<file path="src/rtl/decoder_seq_n.sv">
// decoder_seq_n: registered, parametrised index-to-one-hot decoder with a
// valid/ready input handshake and four run-time modes.
//
// Ports:
//   clk        rising-edge clock
//   rst        asynchronous active-high reset
//   mode       00=LEVEL, 01=PULSE, 10=SCAN, 11=OFF
//   data_in    index to decode
//   in_valid   data_in is valid
//   in_ready   block can accept data_in this cycle (combinational)
//   data_out   registered decoded lines (inverted when ACTIVE_LOW=1)
//   out_valid  registered; high when exactly one line is asserted
//   idx_out    registered index of the asserted line; 0 when out_valid=0
module decoder_seq_n #(
  parameter int unsigned IN_W       = 3,
  parameter int unsigned PULSE_LEN  = 4,
  parameter bit          ACTIVE_LOW = 1'b0,
  localparam int unsigned OUT_W     = 2**IN_W
) (
  input  logic             clk,
  input  logic             rst,
  input  logic [1:0]       mode,
  input  logic [IN_W-1:0]  data_in,
  input  logic             in_valid,
  output logic             in_ready,
  output logic [OUT_W-1:0] data_out,
  output logic             out_valid,
  output logic [IN_W-1:0]  idx_out
);

  localparam logic [1:0] ModeLevel = 2'b00;
  localparam logic [1:0] ModePulse = 2'b01;
  localparam logic [1:0] ModeScan  = 2'b10;
  localparam logic [1:0] ModeOff   = 2'b11;

  localparam logic [7:0]       CntLoad   = 8'(PULSE_LEN - 1);
  localparam logic [OUT_W-1:0] OneBit    = OUT_W'(1);
  localparam logic [OUT_W-1:0] OutIdle   = ACTIVE_LOW ? {OUT_W{1'b1}} : {OUT_W{1'b0}};

  typedef enum logic [1:0] {StIdle, StHold, StPulse, StScan} state_e;

  state_e           state_q, state_d;
  logic [IN_W-1:0]  idx_q, idx_d;
  logic [7:0]       cnt_q, cnt_d;
  logic [1:0]       mode_q;
  logic [OUT_W-1:0] data_out_d;
  logic             out_valid_d;
  logic [IN_W-1:0]  idx_out_d;
  logic             mode_chg;
  logic             accept;
  logic [OUT_W-1:0] onehot_d;

  // A mode change overrides everything else in the cycle it is seen.
  assign mode_chg = (mode != mode_q);
  assign accept   = in_valid && in_ready;

  always_comb begin
    in_ready = 1'b0;
    if (!mode_chg) begin
      unique case (state_q)
        StIdle:  in_ready = (mode == ModeLevel) || (mode == ModePulse);
        StHold:  in_ready = (mode == ModeLevel);
        default: in_ready = 1'b0;
      endcase
    end
  end

  always_comb begin
    state_d = state_q;
    idx_d   = idx_q;
    cnt_d   = cnt_q;
    if (mode_chg) begin
      cnt_d = 8'd0;
      if (mode == ModeScan) begin
        state_d = StScan;
        idx_d   = '0;
      end else begin
        state_d = StIdle;
      end
    end else if (mode == ModeOff) begin
      state_d = StIdle;
      cnt_d   = 8'd0;
    end else begin
      unique case (state_q)
        StIdle: begin
          if (mode == ModeScan) begin
            state_d = StScan;
            idx_d   = '0;
          end else if (accept) begin
            idx_d = data_in;
            if (mode == ModeLevel) begin
              state_d = StHold;
            end else begin
              state_d = StPulse;
              cnt_d   = CntLoad;
            end
          end
        end
        StHold: begin
          if (mode != ModeLevel) begin
            state_d = StIdle;
          end else if (accept) begin
            idx_d = data_in;
          end
        end
        StPulse: begin
          if (cnt_q == 8'd0) begin
            state_d = StIdle;
          end else begin
            cnt_d = cnt_q - 8'd1;
          end
        end
        StScan: begin
          if (mode != ModeScan) begin
            state_d = StIdle;
          end else begin
            // Natural IN_W-bit overflow wraps OUT_W-1 back to 0.
            idx_d = idx_q + 1'b1;
          end
        end
        default: state_d = StIdle;
      endcase
    end

    // Outputs are registered from the next state so the line follows an accept by one edge.
    out_valid_d = (state_d != StIdle);
    idx_out_d   = out_valid_d ? idx_d : '0;
    onehot_d    = out_valid_d ? (OneBit << idx_d) : '0;
    data_out_d  = ACTIVE_LOW ? ~onehot_d : onehot_d;
  end

  always_ff @(posedge clk or posedge rst) begin
    if (rst) begin
      state_q   <= StIdle;
      idx_q     <= '0;
      cnt_q     <= 8'd0;
      mode_q    <= ModeLevel;
      data_out  <= OutIdle;
      out_valid <= 1'b0;
      idx_out   <= '0;
    end else begin
      state_q   <= state_d;
      idx_q     <= idx_d;
      cnt_q     <= cnt_d;
      mode_q    <= mode;
      data_out  <= data_out_d;
      out_valid <= out_valid_d;
      idx_out   <= idx_out_d;
    end
  end

endmodule

</file>
<file path="config.mk">
export PLATFORM = sky130hd
export DESIGN_NAME = decoder_seq_n
export DESIGN_NICKNAME = d
export VERILOG_FILES = /design/src/rtl/decoder_seq_n.sv
export SDC_FILE = /design/constraint.sdc
export NUM_CORES = 1
export LEC_CHECK = 0
export BUFFER_PORTS_ARGS = -buffer_cell sky130_fd_sc_hd__buf_2
export CORE_ASPECT_RATIO = 0.75
export CORE_MARGIN = 10
export CORE_UTILIZATION = 41
export DETAILED_ROUTE_END_ITERATION = 10
export PLACE_DENSITY = 0.64
export SYNTH_ARGS = -nofsm -noshare
export SYNTH_HDL_FRONTEND = slang
export SYNTH_SLANG_ARGS = --single-unit
</file>
<file path="constraint.sdc">
create_clock -name clk -period 1.85 [get_ports clk]
set_input_delay 0.555 -clock clk [delete_from_list [all_inputs] [get_ports clk]]
set_output_delay 0.555 -clock clk [all_outputs]
set_load 0.03 [all_outputs]
</file>
==> reports/summary.log <==
INFO  timing         worstMarginPinSlew=0.328ns
INFO  min_path       worst_hold_path_type=in2async
INFO  power          p_seq_frac=0.391
INFO  routing        drt_pass1_iterations=4
INFO  status         status=finished with violations
INFO  global_route   grt_remaining_overflow=0
INFO  floorplanning  fp.dieH=75.4um
INFO  placement      place_area=2080um^2
INFO  clock_network  cts_num_sinks=27
INFO  status         failed_checks=negative setup slack
INFO  synth          post_synthesis_net_count=181
INFO  clock_network  insertion_delay=0.28ns
INFO  synth          netlist_instances=169
INFO  worst_setup_path worst-endpoint-arrival=2.12ns
INFO  floorplanning  core-area=4000um^2
INFO  power          cellPowerDensity=753nW/um^2
INFO  clock_network  max-clock-path-buffers=2
INFO  final_layout   antenna_cells=0
INFO  final_layout   instances_no_fill=282
INFO  placement      gp_congestion=0.886
INFO  routing        detail_route.wirelength=4.65mm
INFO  timing         worst_case_setup_margin_in_the_final_layout=-0.0873ns
INFO  synth          count_of_cell_types_in_the_netlist=56
INFO  placement      hpwlAfterDp=3.30mm
INFO  clock_network  tritoncts.num_buffers=3
INFO  placement      io_buffer_count=20
INFO  synth          synth.most_common_cell=sky130_fd_sc_hd__dfrtp_1
INFO  worst_setup_path setup.worst_path.start_class=flip-flop
INFO  routing        drc=0
INFO  clock_network  clk_transition_reported_paths=0.10ns
INFO  power          power.switching=0.645mW
INFO  placement      place.detailed.instances=269
INFO  final_layout   layout-area-overhead-vs-synth=41.2%
INFO  final_layout   post_route_cells_drive_above_1_share=0.485
INFO  timing         fin_worst_skew=0.00422ns
INFO  routing        avgViaCountPerCell=5.55
INFO  timing         hold_viol_final=0
INFO  timing         setup_violations=12
INFO  floorplanning  effective_utilization_at_floorplan=0.419
INFO  synth          synthMuxAreaShare=0.0119
INFO  timing         achievable-frequency=516MHz
INFO  routing        via_count=1564
INFO  clock_network  cts_max_level=1
INFO  floorplanning  area_of_the_die=7080um^2
INFO  synth          synthTopCellsByCount=sky130_fd_sc_hd__dfrtp_1, sky130_fd_sc_hd__nor2_1, sky130_fd_sc_hd__nand2_1
INFO  synth          post_synth_and_or_nand_nor_area_fraction=0.235
INFO  power          sw_frac_of_total=0.361
INFO  synth          syn_area_per_cell=9.93um^2
INFO  placement      dpl_worst_slack=-0.372ns
INFO  synth          async_reset_ff_frac=1.00
INFO  worst_setup_path crit_required=2.04ns
INFO  global_route   grt_pass1_wl=7.69mm
INFO  synth          combinational_family_with_the_most_area_after_synthesis=simple AND/OR/NAND/NOR gates
INFO  timing         grt_setup_unrepaired=true
INFO  floorplanning  rows=20
INFO  power          leakagePower=1.06nW
INFO  power          peakVddDrop=0.000489V
INFO  floorplanning  die_width=93.9um
INFO  clock_network  cts_hold_repair.buffers=0
INFO  power          clockPowerShare=0.199
INFO  timing         maxSlewHeadroom=0.781
INFO  worst_setup_path largest_driver_fanout_on_the_critical_path=8
INFO  synth          cell_types_occupying_the_most_area_after_synthesis=sky130_fd_sc_hd__dfrtp_1, sky130_fd_sc_hd__nor4_2, sky130_fd_sc_hd__nor2_1
INFO  global_route   antenna_violations_before_repair=0
INFO  synth          synth-edff-count=0
INFO  synth          mappedNetlistArea=1680um^2
INFO  synth          yosys_warnings=0
INFO  worst_setup_path type_of_element_capturing_the_critical_path=flip-flop
INFO  worst_setup_path critPathKind=reg2reg
INFO  global_route   grt_pass1_vias=1562
INFO  synth          synth.yosys.seq_area_share=0.403
INFO  power          pwr-share-comb=0.411
INFO  synth          synth_compound_gate_area_share=0.207
INFO  synth          adder_and_majority_gate_portion_of_the_synthesized_area=0.0358
INFO  job            maxCapViolations=0
INFO  synth          top_ff_cell_synth=sky130_fd_sc_hd__dfrtp_1
INFO  timing         final.min_clock_period=1.94ns
INFO  synth          synth_seq_cells=27
INFO  timing         hold_ws=0.315ns
INFO  clock_network  cts_tree=built
INFO  routing        drt-initial-drc-count=137
INFO  power          design_internal_power=1.14mW
INFO  final_layout   fin_nets=240
INFO  routing        remaining_antenna_violation_count=0
INFO  routing        avgRoutedWirePerCell=16.5um
INFO  synth          synth_top_area_share=0.403
INFO  synth          yosys.area_share.xor_xnor=0.0410
INFO  timing         period_share=1.05
INFO  timing         timing.final.max_slew_violations=0
INFO  final_layout   fin_area=2370um^2
INFO  clock_network  cts.root.buffer_cell=sky130_fd_sc_hd__clkbuf_8
INFO  synth          yosys.area.top_type=sky130_fd_sc_hd__dfrtp_1
INFO  floorplanning  ios=21
INFO  global_route   pin_count_of_the_biggest_net_entering_global_routing=28
INFO  global_route   groute.usage.overall=0.133
## layer usage
metal,vias to the layer above,wire length (um),GRT usage
met5,-,0,0
met3,2,270,0.0354
met1,766,2170,0.186
li1,743,-,-
met2,53,2200,0.204
met4,0,11,0.0185
## flip-flops by register name (all words and copies together), names as in the netlist
| name | cells |
|---|---|
| cnt_q | 8 |
| data_out | 8 |
| idx_out | 3 |
| idx_q | 3 |
| mode_q | 2 |
| state_q | 2 |
| out_valid | 1 |
## cell families (layout without fill, tap and decap cells)
family                   after synthesis  in the layout
AO/OA/AOI/OAI                         45             46
AND/OR/NAND/NOR                       62             62
buffers and inverters                 21             78
adder cells (fa/ha/maj)                5              5
multiplexers                           2              2
XOR/XNOR                               7              7
flip-flops                            27             27
## power by group through the flow
stage | sequential (mW) | clock, mW | combinational (mW)
floorplan | 0.721 | 0 | 0.371
global placement | 0.699 | 0 | 0.601
detailed placement | 0.701 | 0 | 0.612
CTS | 0.692 | 0.365 | 0.656
global route | 0.706 | 0.395 | 0.800
finish | 0.698 | 0.354 | 0.733
## path summary, 6_finish.rpt
kind,start,to,slack [ns],depth (start not counted)
max in group asynchronous,rst,state_q[1],1.27,3
setup reg to reg,mode_q[1],data_out[1],-0.09,6
min in group clk,cnt_q[7],cnt_q[7],0.58,2
hold / removal,rst,idx_out[2],0.31,3
setup / recovery,mode_q[1],data_out[1],-0.09,6
hold reg to reg,cnt_q[7],cnt_q[7],0.58,2
## final cells by class
class	count	area, um^2
multi-input combinational	122	1070
inverter	12	47.5
sequential	27	682
clock inverter	1	8.76
fill	346	1630
tap	55	68.8
timing repair buffer	62	448
clock buffer	3	41.3
## what timing repair did
item,in CTS,in global routing
gates resized for setup,15,23
pin swaps,6,8
endpoints found under the setup margin,9,18
cloned,0,1
setup buffers,5,3
## stage by stage
| stage | util | setup TNS (ns) | total power, mW |
|---|---|---|---|
| final | 0.592 | -0.648 | 1.79 |
| after global routing | 0.592 | -1.79 | 1.90 |
| after CTS | 0.555 | -0.252 | 1.71 |
| after detailed placement | 0.520 | -4.57 | 1.31 |
| after global placement | 0.520 | -4.02 | 1.30 |
| after floorplan | - | -0.281 | 1.09 |
## placed cells by master, fill, tap and decap left out, drive strengths merged, types with 4 or more instances in the layout
| cell | synthesis | final |
|---|---|---|
| nor3 | 5 | 5 |
| ha | 4 | 4 |
| inv | 12 | 13 |
| xor2 | 5 | 5 |
| o21ai | 9 | 9 |
| o211ai | 5 | 5 |
| dfrtp | 27 | 27 |
| nand2 | 10 | 10 |
| buf | 9 | 62 |
| nand2b | 5 | 5 |
| nor4 | 10 | 10 |
| nor2 | 17 | 17 |
## worst max-delay path, stage by stage, from the launching register on
cell	delay [ns]
sky130_fd_sc_hd__dfrtp_2	0.48
sky130_fd_sc_hd__xnor2_2	0.19
sky130_fd_sc_hd__buf_6	0.16
sky130_fd_sc_hd__o2111ai_4	0.13
sky130_fd_sc_hd__a221oi_4	0.37
sky130_fd_sc_hd__o21ba_2	0.27
sky130_fd_sc_hd__nor4_2	0.23
No activity file was read; power rests on OpenSTA's default activity.
